File: config.mk
export PLATFORM = sky130hd
export DESIGN_NAME = icache_control
export DESIGN_NICKNAME = d
export VERILOG_FILES = /design/src/rtl/icache_control.sv
export SDC_FILE = /design/constraint.sdc
export NUM_CORES = 1
export LEC_CHECK = 0
export CAP_MARGIN = 5
export CORE_UTILIZATION = 25
export DETAILED_ROUTE_END_ITERATION = 8
export SETUP_SLACK_MARGIN = 0.02
export SLEW_MARGIN = 20
export SYNTH_ARGS = -nofsm -noshare
export SYNTH_HDL_FRONTEND = slang
export SYNTH_SLANG_ARGS = --single-unit
File: constraint.sdc
create_clock -name CLK -period 11.4 [get_ports CLK]
set_clock_uncertainty 0.1 [all_clocks]
set_input_delay 2.28 -clock CLK [delete_from_list [all_inputs] [get_ports CLK]]
set_output_delay 2.28 -clock CLK [all_outputs]
set_load 0.05 [all_outputs]
File: src/rtl/icache_control.sv
// Direct-mapped 16-frame, one-word-per-frame instruction cache in front of memory_control.
// Define ICACHE_FWD_EN to forward fill data to the datapath in the fill cycle.
module icache_control (
  input  logic        CLK,
  input  logic        nRST,
  input  logic        imemREN,
  input  logic [31:0] imemaddr,
  output logic [31:0] imemload,
  output logic        ihit,
  output logic        iREN,
  output logic [31:0] iaddr,
  input  logic [31:0] iload,
  input  logic        iwait
);

  typedef enum logic {IDLE = 1'b0, FETCH = 1'b1} state_t;

  state_t      state;
  logic [31:0] miss_addr;
  logic [15:0] valid;
  logic [25:0] tags [16];
  logic [31:0] data [16];

  logic [3:0]  req_idx;
  logic [25:0] req_tag;
  logic [3:0]  fill_idx;
  logic        lookup_hit;
  logic        fill_done;
  logic        fwd_hit;

  // Byte offset never selects anything: frames hold exactly one word.
  logic        unused_byte_offset;
  assign unused_byte_offset = ^imemaddr[1:0];

  assign req_idx  = imemaddr[5:2];
  assign req_tag  = imemaddr[31:6];
  assign fill_idx = miss_addr[5:2];

  assign lookup_hit = (state == IDLE) && imemREN && valid[req_idx] &&
                      (tags[req_idx] == req_tag);
  assign fill_done  = (state == FETCH) && !iwait;

`ifdef ICACHE_FWD_EN
  assign fwd_hit = fill_done && imemREN && (imemaddr[31:2] == miss_addr[31:2]);
`else
  assign fwd_hit = 1'b0;
`endif

  always_comb begin
    ihit     = lookup_hit | fwd_hit;
    imemload = '0;
    if (lookup_hit) begin
      imemload = data[req_idx];
    end else if (fwd_hit) begin
      imemload = iload;
    end
  end

  // Fill request is a pure function of state, so reset drops it immediately.
  assign iREN  = (state == FETCH);
  assign iaddr = iREN ? miss_addr : '0;

  always_ff @(posedge CLK or negedge nRST) begin
    if (!nRST) begin
      state     <= IDLE;
      miss_addr <= '0;
      valid     <= '0;
      for (int i = 0; i < 16; i++) begin
        tags[i] <= '0;
        data[i] <= '0;
      end
    end else begin
      case (state)
        IDLE: begin
          if (imemREN && !lookup_hit) begin
            miss_addr <= {imemaddr[31:2], 2'b00};
            state     <= FETCH;
          end
        end
        FETCH: begin
          // The fill completes even if the datapath has moved on or dropped its request.
          if (!iwait) begin
            valid[fill_idx] <= 1'b1;
            tags[fill_idx]  <= miss_addr[31:6];
            data[fill_idx]  <= iload;
            state           <= IDLE;
          end
        end
        default: state <= IDLE;
      endcase
    end
  end

endmodule
Yosys cells after proc, flatten, opt, wreduce, memory -nomap -nowiden
Cells that the tools add are included.
- register bits: 975
- input bits: 68
- output and inout port bits: 66
- word-level logic and storage cells: 77
- order comparisons: 6
- equality and inequality tests: 1
- muxes and demuxes: 21
- bitwise logic cells: 5
- reduce and logical (&&, ||, !) cells: 9
- operators with widths (operator ; number):
    $bwmux W512 ; 1
    $bwmux W416 ; 1
    $mux W32 ; 5
    $bmux W32 S4 ; 1
    $demux W32 S4 ; 1
    $bmux W26 S4 ; 1
    $demux W26 S4 ; 1
    $mux W26 ; 3
    $eq A26 B26 Y1 ; 1
    $or A16 B16 Y16 ; 1
    $ge A5 B5 Y1 const B ; 2
    $lt A4 B5 Y1 const B ; 2
    $not A4 Y5 ; 2
    $logic_and A1 B1 Y1 ; 6
    $lt A5 B1 Y1 const B ; 1
    $bmux W1 S4 ; 1
    $demux W1 S4 ; 1
    $ge A4 B1 Y1 const B ; 1
    $mux W1 ; 4
    $reduce_and A2 Y1 ; 2
    $not A1 Y1 ; 2
    $pmux W1 S2 ; 1
    $logic_not A1 Y1 ; 1

Longest topological paths before layout
Gate-level depths: netlist of the first run.
- word-level depth: 10
- depth in mapped cells: 15

Worst setup path before layout of the first run
No wires, ideal clock.
- kind: input to output
- from: input imemaddr[2]
- to: output imemload[10]
- arrival: 5.320 ns
- data required time: 9.020 ns
- slack: 3.700 ns
- stages: 13
- cells stage by stage: buf_6 > buf_12 > buf_12 > buf_2 > buf_2 > mux2_2 > a311oi_1 > o221ai_1 > o22ai_1 > and4_1 > nand4_1 > clkbuf_1 > nor2b_1
- word-level cells in the longest chain between the ends: 7
- elaborated cells between the ends (all ways): 13
- ends and longest elaborated chain (what ; line ; RTL):
    from (decl) ; 7 ; input logic [31:0] imemaddr,
    $not A4 Y5 (implied by the code) ; 40, 53 ;
    $bmux W26 S4 ; 40 ; (tags[req_idx] == req_tag);
    $mux W26 (implied by the code) (2 in a row) ; 40 ;
    $eq A26 B26 Y1 ; 40 ;
    $logic_and A1 B1 Y1 ; 39 ; assign lookup_hit = (state == IDLE) && imemREN && valid[req_idx] &&
    $mux W32 (*) ; 52 ; if (lookup_hit) begin
    to (decl) ; 8 ; output logic [31:0] imemload,
Every way passes the cells marked *; elsewhere a longest branch is shown, timed or not. The select of a mux whose other input is x is not followed.

Worst setup path after layout of the first run
- from: input imemaddr[2]
- to: output imemload[24]
Same word-level chain as after synthesis.

==> results.md, run 1 <==
## Run status
* run status: complete, no violations

## Place
* number of port buffers: 129
* Detail Placement HPWL: 69.3 mm
* GP Congestion: 0.774
* post-placement setup slack: 2150 ps

## Die
* height of the die: 425 um
* placeable core area: 177000 um^2
* Starting Density: 25.3%
* overall die width: 425 um
* number of primary I/O pins: 134
* area enclosed by the die boundary: 181000 um^2
* row count: 154

## Cells and area
* final-layout fill cell count: 17.5k
* Final #Nets: 2907
* most common library cell in the layout ignoring fill and taps: dfrtp_1
* commonest cells after routing, fill and taps aside: 974 x dfrtp_1, 943 x mux2_2, 247 x mux4_2
* Synth-to-Final Area Change: 15.7%
* layout cell share with drive strength beyond 1: 50.0%
* Final Core Density: 29.3%

## Power and ir drop
* maximum vdd ir drop: 0.114 mV
* net switching power of the design: 3260 uW
* Comb pwr share: 25.0%
* design internal power: 8780 uW
* power per unit of standard cell area: 232 nW/um^2
* net switching fraction of the power: 27.1%
* sequential fraction of design power: 47.4%
* post-layout power: 12000 uW
* reported leakage power: 0.0226 uW
* clock group share of total power: 27.6%

## Drt
* DRC violations left: 0
* wire length per cell after detailed routing: 22.6 um
* Via-to-Cell Ratio: 4.68
* 1st-iter DRT viols: 1510
* Routed Antenna Nets: 0
* number of iterations in the first detailed-routing pass: 4
* DR vias: 24.6k
* drt total wl: 119 mm

## Yosys
* sequential cell area fraction in the yosys report: 54.5%
* asr flop ratio synth: 100%
* Yosys reg bits: 975
* count of flip-flops with a built-in enable after synthesis: 0
* Syn Std Cell Area: 44800 um^2
* prevailing post-synth register cell: dfrtp_1
* number of instances in the synthesized netlist: 2798
* number of warnings printed during yosys synthesis: 0
* Unique masters post-synth: 65
* mean cell area of the mapped netlist: 16.0 um^2

## Timing
* highest clock rate: 0.110 GHz
* Final Max Tran Viols: 0
* final hold violation count: 0
* max-slew headroom at the worst pin: 26.4%
* TNS Setup: 0 ps
* Final Setup Violations: 0
* post-route fraction of the period consumed by the critical path: 79.9%
* worst setup slack after layout: 2300 ps
* Slew @ Worst Pin: 1100 ps
* hold_ws: 360 ps
* unrepaired setup endpoints after global routing: false
* Period minus WS final: 9100 ps

## Min path
* type of the worst min-delay path: reg2reg
* hold depth: 1

## CTS
* Setup Buffers After CTS: 0
* Bufs on Longest Clock Path: 3
* clock slew seen by the registers of the worst setup and hold paths: 60 ps
* number of hold buffers added after cts: 0
* Clock Root Buffer: clkbuf_16
* CTS sink cnt: 975
* total clock buffers created by CTS: 102
* TritonCTS clock tree: done
* insertion delay to the later sink of the worst-skew pair: 680 ps
* cells resized by post-CTS repair: 0
* H-tree lvl count: 3

## Worst setup path
* arrival time of data at the critical path endpoint: 6720 ps
* kind of start point of the critical path: primary input
* critical path fanouts, max: 52
* element type at the critical path end: output pin
* required time of the critical path: 9020 ps
* Setup Crit Path Kind: in2out
* Worst R2R Path Depth: 6

## GRT
* antenna violations before repair: 27
* maximum number of pins on one net before global-route repair: 155
* gr ovfl total: 0
* global-route total usage across every layer: 13.2%
* wire length of the first global-routing pass: 181 mm
* vias in the first global route: 26.7k

## Flow run
* number of maximum-capacitance constraint violations: 0

[worst paths after layout]
kind	start	endpoint	slack, ps
worst max register to register	iREN$_DFF_PN0_	data[256]$_DFFE_PN0P_	6990
max in group asynchronous	nRST	tags[312]$_DFFE_PN0P_	7420
worst min-delay path	valid[12]$_DFFE_PN0P_	valid[12]$_DFFE_PN0P_	360
worst max-delay path	imemaddr[2]	imemload[24]	2300
min in group asynchronous	nRST	miss_addr[19]$_DFFE_PN0P_	1510
worst min register to register	valid[12]$_DFFE_PN0P_	valid[12]$_DFFE_PN0P_	360
[logic make-up after synthesis]
kind of cell,Yosys count,synth area share [%]
AND/OR/NAND/NOR,183,2.27
XOR/XNOR,32,0.626
multiplexers,1282,38.8
buffers and inverters,254,2.68
other,1,0.00837
flip-flops,975,54.5
AO/OA/AOI/OAI,71,1.18
[critical path: stages]
cell and delay (ps):
buf_8 440, buf_4 710, mux4_2 580, mux2i_1 370
xor2_1 300, a31o_2 210, and4_1 190, nand4_1 160
buf_4 360, nor2b_1 210, clkdlybuf4s50_1 820
[registers in the layout, summed over array words and instances (netlist names)]
| register | cells |
|---|---|
| data | 512 |
| iREN | 1 |
| miss_addr | 30 |
| tags | 416 |
| valid | 16 |
[layout make-up]
class / instances / area (um^2) / area share, %
Multi-Input combinational cell: 1570 / 19300 / 37.3
Clock inverter: 21 / 229 / 0.442
Tap cell: 2340 / 2930 / 5.65
Sequential cell: 975 / 24400 / 47.1
Clock buffer: 163 / 3130 / 6.05
Antenna cell: 3 / 7.51 / 0.0145
Inverter: 10 / 40.0 / 0.0773
Timing Repair Buffer: 180 / 1770 / 3.42
[synth_stat cells (all sizes together), types with 2 or more instances]
master	instances	area (um^2)
buf	123	694
nor4	5	31.3
a2111oi	2	23.8
mux2i	56	561
o221ai	3	26.3
nor3b	2	15.0
o41ai	2	36.3
o2111ai	2	17.5
a211oi	4	30.0
clkbuf	120	458
a31oi	3	18.8
o22ai	9	56.3
nor2	15	56.3
dfrtp	975	24400
nand3	5	25.0
mux2	972	11100
a22oi	6	45.0
o31ai	3	22.5
a31o	2	17.5
nand2	38	143
and3	4	25.0
nor2b	40	250
a21oi	10	50.1
nor3	8	40.0
xnor2	14	123
xor2	18	158
o2bb2ai	2	17.5
nand3b	2	18.8
nand2b	16	100
o22a	2	17.5
o21ai	9	45.0
o211ai	2	15.0
mux4	254	5750
and4	3	26.3
and2	29	181
inv	10	37.5
or2	7	43.8
or3	5	31.3
[stage by stage]
| step | cell area [um^2] | std cells |
|---|---|---|
| detailed placement | 48400 | 5073 |
| CTS | 51800 | 5257 |
| floorplan | 44800 | 2799 |
| global placement | 48400 | 5073 |
| finish | 51800 | 5262 |
| global route | 51800 | 5260 |
[layer usage]
layer | routed length, um | vias to the layer above | global-route usage, %
li1 | - | 10500 | -
met1 | 52400 | 13500 | 17.3
met2 | 59200 | 415 | 22.5
met3 | 4120 | 212 | 1.93
met4 | 3150 | 20 | 4.03
met5 | 113 | - | 0
[power by group through the flow]
stage	clock network [uW]	registers (uW)	logic, uW
global placement	0	5690	2970
CTS	3420	5710	3060
floorplan	0	5440	2460
finish	3330	5710	3010
detailed placement	0	5760	3050
global route	3560	5910	3250
(Power assumes the default switching activity.)
==> run 2, diff against run 1 <==
==> constraint.sdc (replaced) <==
create_clock -name CLK -period 8.81 [get_ports CLK]
set_clock_uncertainty 0.1 [all_clocks]
set_input_delay 1.762 -clock CLK [delete_from_list [all_inputs] [get_ports CLK]]
set_output_delay 1.762 -clock CLK [all_outputs]
set_load 0.05 [all_outputs]
==> run 2 against run 1 <==
Combinational power is 30% higher. Die area stayed put. Clock-buffer cell count rose by 3. First-iteration DRC count up 3.7%. Sequential cell count did not move. Via count grew 0.12%. Clock power rose by 35%. Non-clock buffer count increased by 2.
==> results.md, run 2 (synthesized netlist as in run 1, its figures left out) <==
## CTS
* insertion delay to the later sink of the worst-skew pair: 690 ps, about the same
* TritonCTS clock tree: done
* H-tree lvl count: 3, unchanged
* Clock Root Buffer: clkbuf_16
* CTS sink cnt: 975, unchanged
* total clock buffers created by CTS: 105, +2.9%
* clock slew seen by the registers of the worst setup and hold paths: 60 ps, about the same
* Setup Buffers After CTS: 0, unchanged
* cells resized by post-CTS repair: 0, unchanged
* Bufs on Longest Clock Path: 3, unchanged
* number of hold buffers added after cts: 0, unchanged

## Power and ir drop
* sequential fraction of design power: 46.8%, -0.6 points
* Comb pwr share: 24.8%, -0.2 points
* clock group share of total power: 28.4%, +0.8 points
* design internal power: 11500 uW, +31%
* net switching power of the design: 4240 uW, +30%
* power per unit of standard cell area: 301 nW/um^2, +30%
* maximum vdd ir drop: 0.164 mV, +44%
* reported leakage power: 0.0229 uW, +1.2%
* net switching fraction of the power: 26.9%, -0.21 points

## Worst setup path
* cell with the biggest individual delay on the critical path: a2111oi_0
* required time of the critical path: 6950 ps, -2070 ps
* CP Cell Sequence: buf_8, mux4_2, mux2i_1, nor2_1, a2111oi_0, o2bb2ai_1, and4_1, nand4_1, buf_4, nor2b_1, buf_12
* Reg-to-Reg End: data[146]$_DFFE_PN0P_
* critical path fanouts, max: 66, +27%
* r2r setup slk: 4580 ps, -2410 ps
* Worst R2R Path Depth: 6, unchanged
* Slowest Stage Delay on Critical Path: 750 ps, -70 ps
* kind of start point of the critical path: primary input
* startpoint of the lowest-slack register-to-register path: iREN$_DFF_PN0_
* arrival time of data at the critical path endpoint: 5700 ps, -1020 ps
* element type at the critical path end: output pin
* Setup Crit Path Kind: in2out

## Drt
* wire length per cell after detailed routing: 22.5 um, -0.51%
* DR vias: 24.7k, +0.12%
* number of iterations in the first detailed-routing pass: 6, +2
* 1st-iter DRT viols: 1566, +3.7%
* Via-to-Cell Ratio: 4.68, about the same
* DRC violations left: 0, unchanged
* Routed Antenna Nets: 0, unchanged
* drt total wl: 119 mm, -0.35%

## GRT
* wire length of the first global-routing pass: 179 mm, -1.1%
* gr ovfl total: 0, unchanged
* maximum number of pins on one net before global-route repair: 184, +19%
* global-route total usage across every layer: 13.1%, -0.13 points
* antenna violations before repair: 26, -3.7%
* vias in the first global route: 26.4k, -1.3%

## Min path
* destination of the worst hold path: valid[13]$_DFFE_PN0P_
* hold depth: 1, unchanged
* type of the worst min-delay path: reg2reg
* startpoint of the worst hold path: valid[13]$_DFFE_PN0P_

## Timing
* max-slew headroom at the worst pin: 27.5%, +1.1 points
* Final Max Tran Viols: 0, unchanged
* highest clock rate: 0.132 GHz
* Slew @ Worst Pin: 1090 ps, -18.5 ps
* unrepaired setup endpoints after global routing: false
* final hold violation count: 0, unchanged
* hold_ws: 366 ps, +5.93 ps
* TNS Setup: 0 ps, unchanged
* worst setup slack after layout: 1250 ps, -1040 ps
* Final Setup Violations: 0, unchanged
* Period minus WS final: 7560 ps
* post-route fraction of the period consumed by the critical path: 85.8%

## Place
* number of port buffers: 129, unchanged
* # placed instances: 5076, +0.059%
* Detail Placement HPWL: 69.1 mm, -0.39%
* Placed Instance Area: 48800 um^2, +0.81%
* GP Congestion: 0.758, -2.1%
* post-placement setup slack: 1160 ps, -983 ps

## Cells and area
* most common library cell in the layout ignoring fill and taps: dfrtp_1
* biggest regs: data: 512 flops, tags: 416 flops, miss_addr: 30 flops
* Final #Nets: 2912, +0.17%
* layout cell share with drive strength beyond 1: 51.3%, +1.3 points
* final-layout fill cell count: 17.4k, -0.86%
* Synth-to-Final Area Change: 16.9%
* commonest cells after routing, fill and taps aside: 974 x dfrtp_1, 943 x mux2_2, 247 x mux4_2
* count of placed standard cells in the final layout, fillers left out: 5270, +0.15%
* most flop-heavy register: data
* cell area after layout: 52400 um^2, +1.0%
* max reg flops: 512, unchanged
* area occupied by multi-input gates: 19300 um^2, unchanged
* sequential standard cell area: 24400 um^2, unchanged

## Flow run
* number of maximum-capacitance constraint violations: 0, unchanged

## Die
* number of primary I/O pins: 134, unchanged
* placeable core area: 177000 um^2, unchanged
* Starting Density: 25.3%, unchanged
* overall die width: 425 um, unchanged
* height of the die: 425 um, unchanged
* row count: 154, unchanged
* area enclosed by the die boundary: 181000 um^2, unchanged

## Run status
* run status: complete, no violations

run 2: worst max path at each step:
stage | from | endpoint | cells after the start
detailed placement | imemaddr[2] | imemload[14] | 11
finish | imemaddr[2] | imemload[14] | 11
floorplan | imemaddr[2] | imemload[10] | 13
global placement | imemaddr[2] | imemload[12] | 11
CTS | imemaddr[2] | imemload[14] | 11
global route | imemaddr[2] | imemload[14] | 11
run 2: layer usage:
metal	share of wire, %	global-route usage [%]
met3	3.4	1.94
met5	0.078	0
met4	2.2	3.32
met2	50	22.4
met1	44	17.3
run 2: worst max-delay path: cells and delay by family:
| family | cells | cell delay, ps |
|---|---|---|
| AND/OR/NAND/NOR | 4 | 750 |
| buffers and inverters | 3 | 1110 |
| AO/OA/AOI/OAI | 2 | 980 |
| multiplexers | 2 | 980 |
run 2: power groups by stage:
stage / sequential [uW] / combinational (uW) / clock (uW)
after global routing: 7640 / 4210 / 4780
after global placement: 7360 / 3860 / 0
after CTS: 7380 / 3980 / 4610
final: 7390 / 3910 / 4480
after floorplan: 7040 / 3190 / 0
after detailed placement: 7450 / 3960 / 0
run 2: area by class of cell:
type                    count  area share, %
clock inverters            23          0.573
diodes                      4         0.0191
clock buffers             166           6.19
well taps                2340           5.59
inverters                  10         0.0765
flip-flops and latches    975           46.6
multi-input cells        1570           36.9
repair buffers            182           4.07
run 2: through the flow:
step,utilization [%],total power (uW)
global route,29.6,16600
global placement,27.5,11200
detailed placement,27.5,11400
floorplan,-,10200
CTS,29.5,16000
finish,29.6,15800
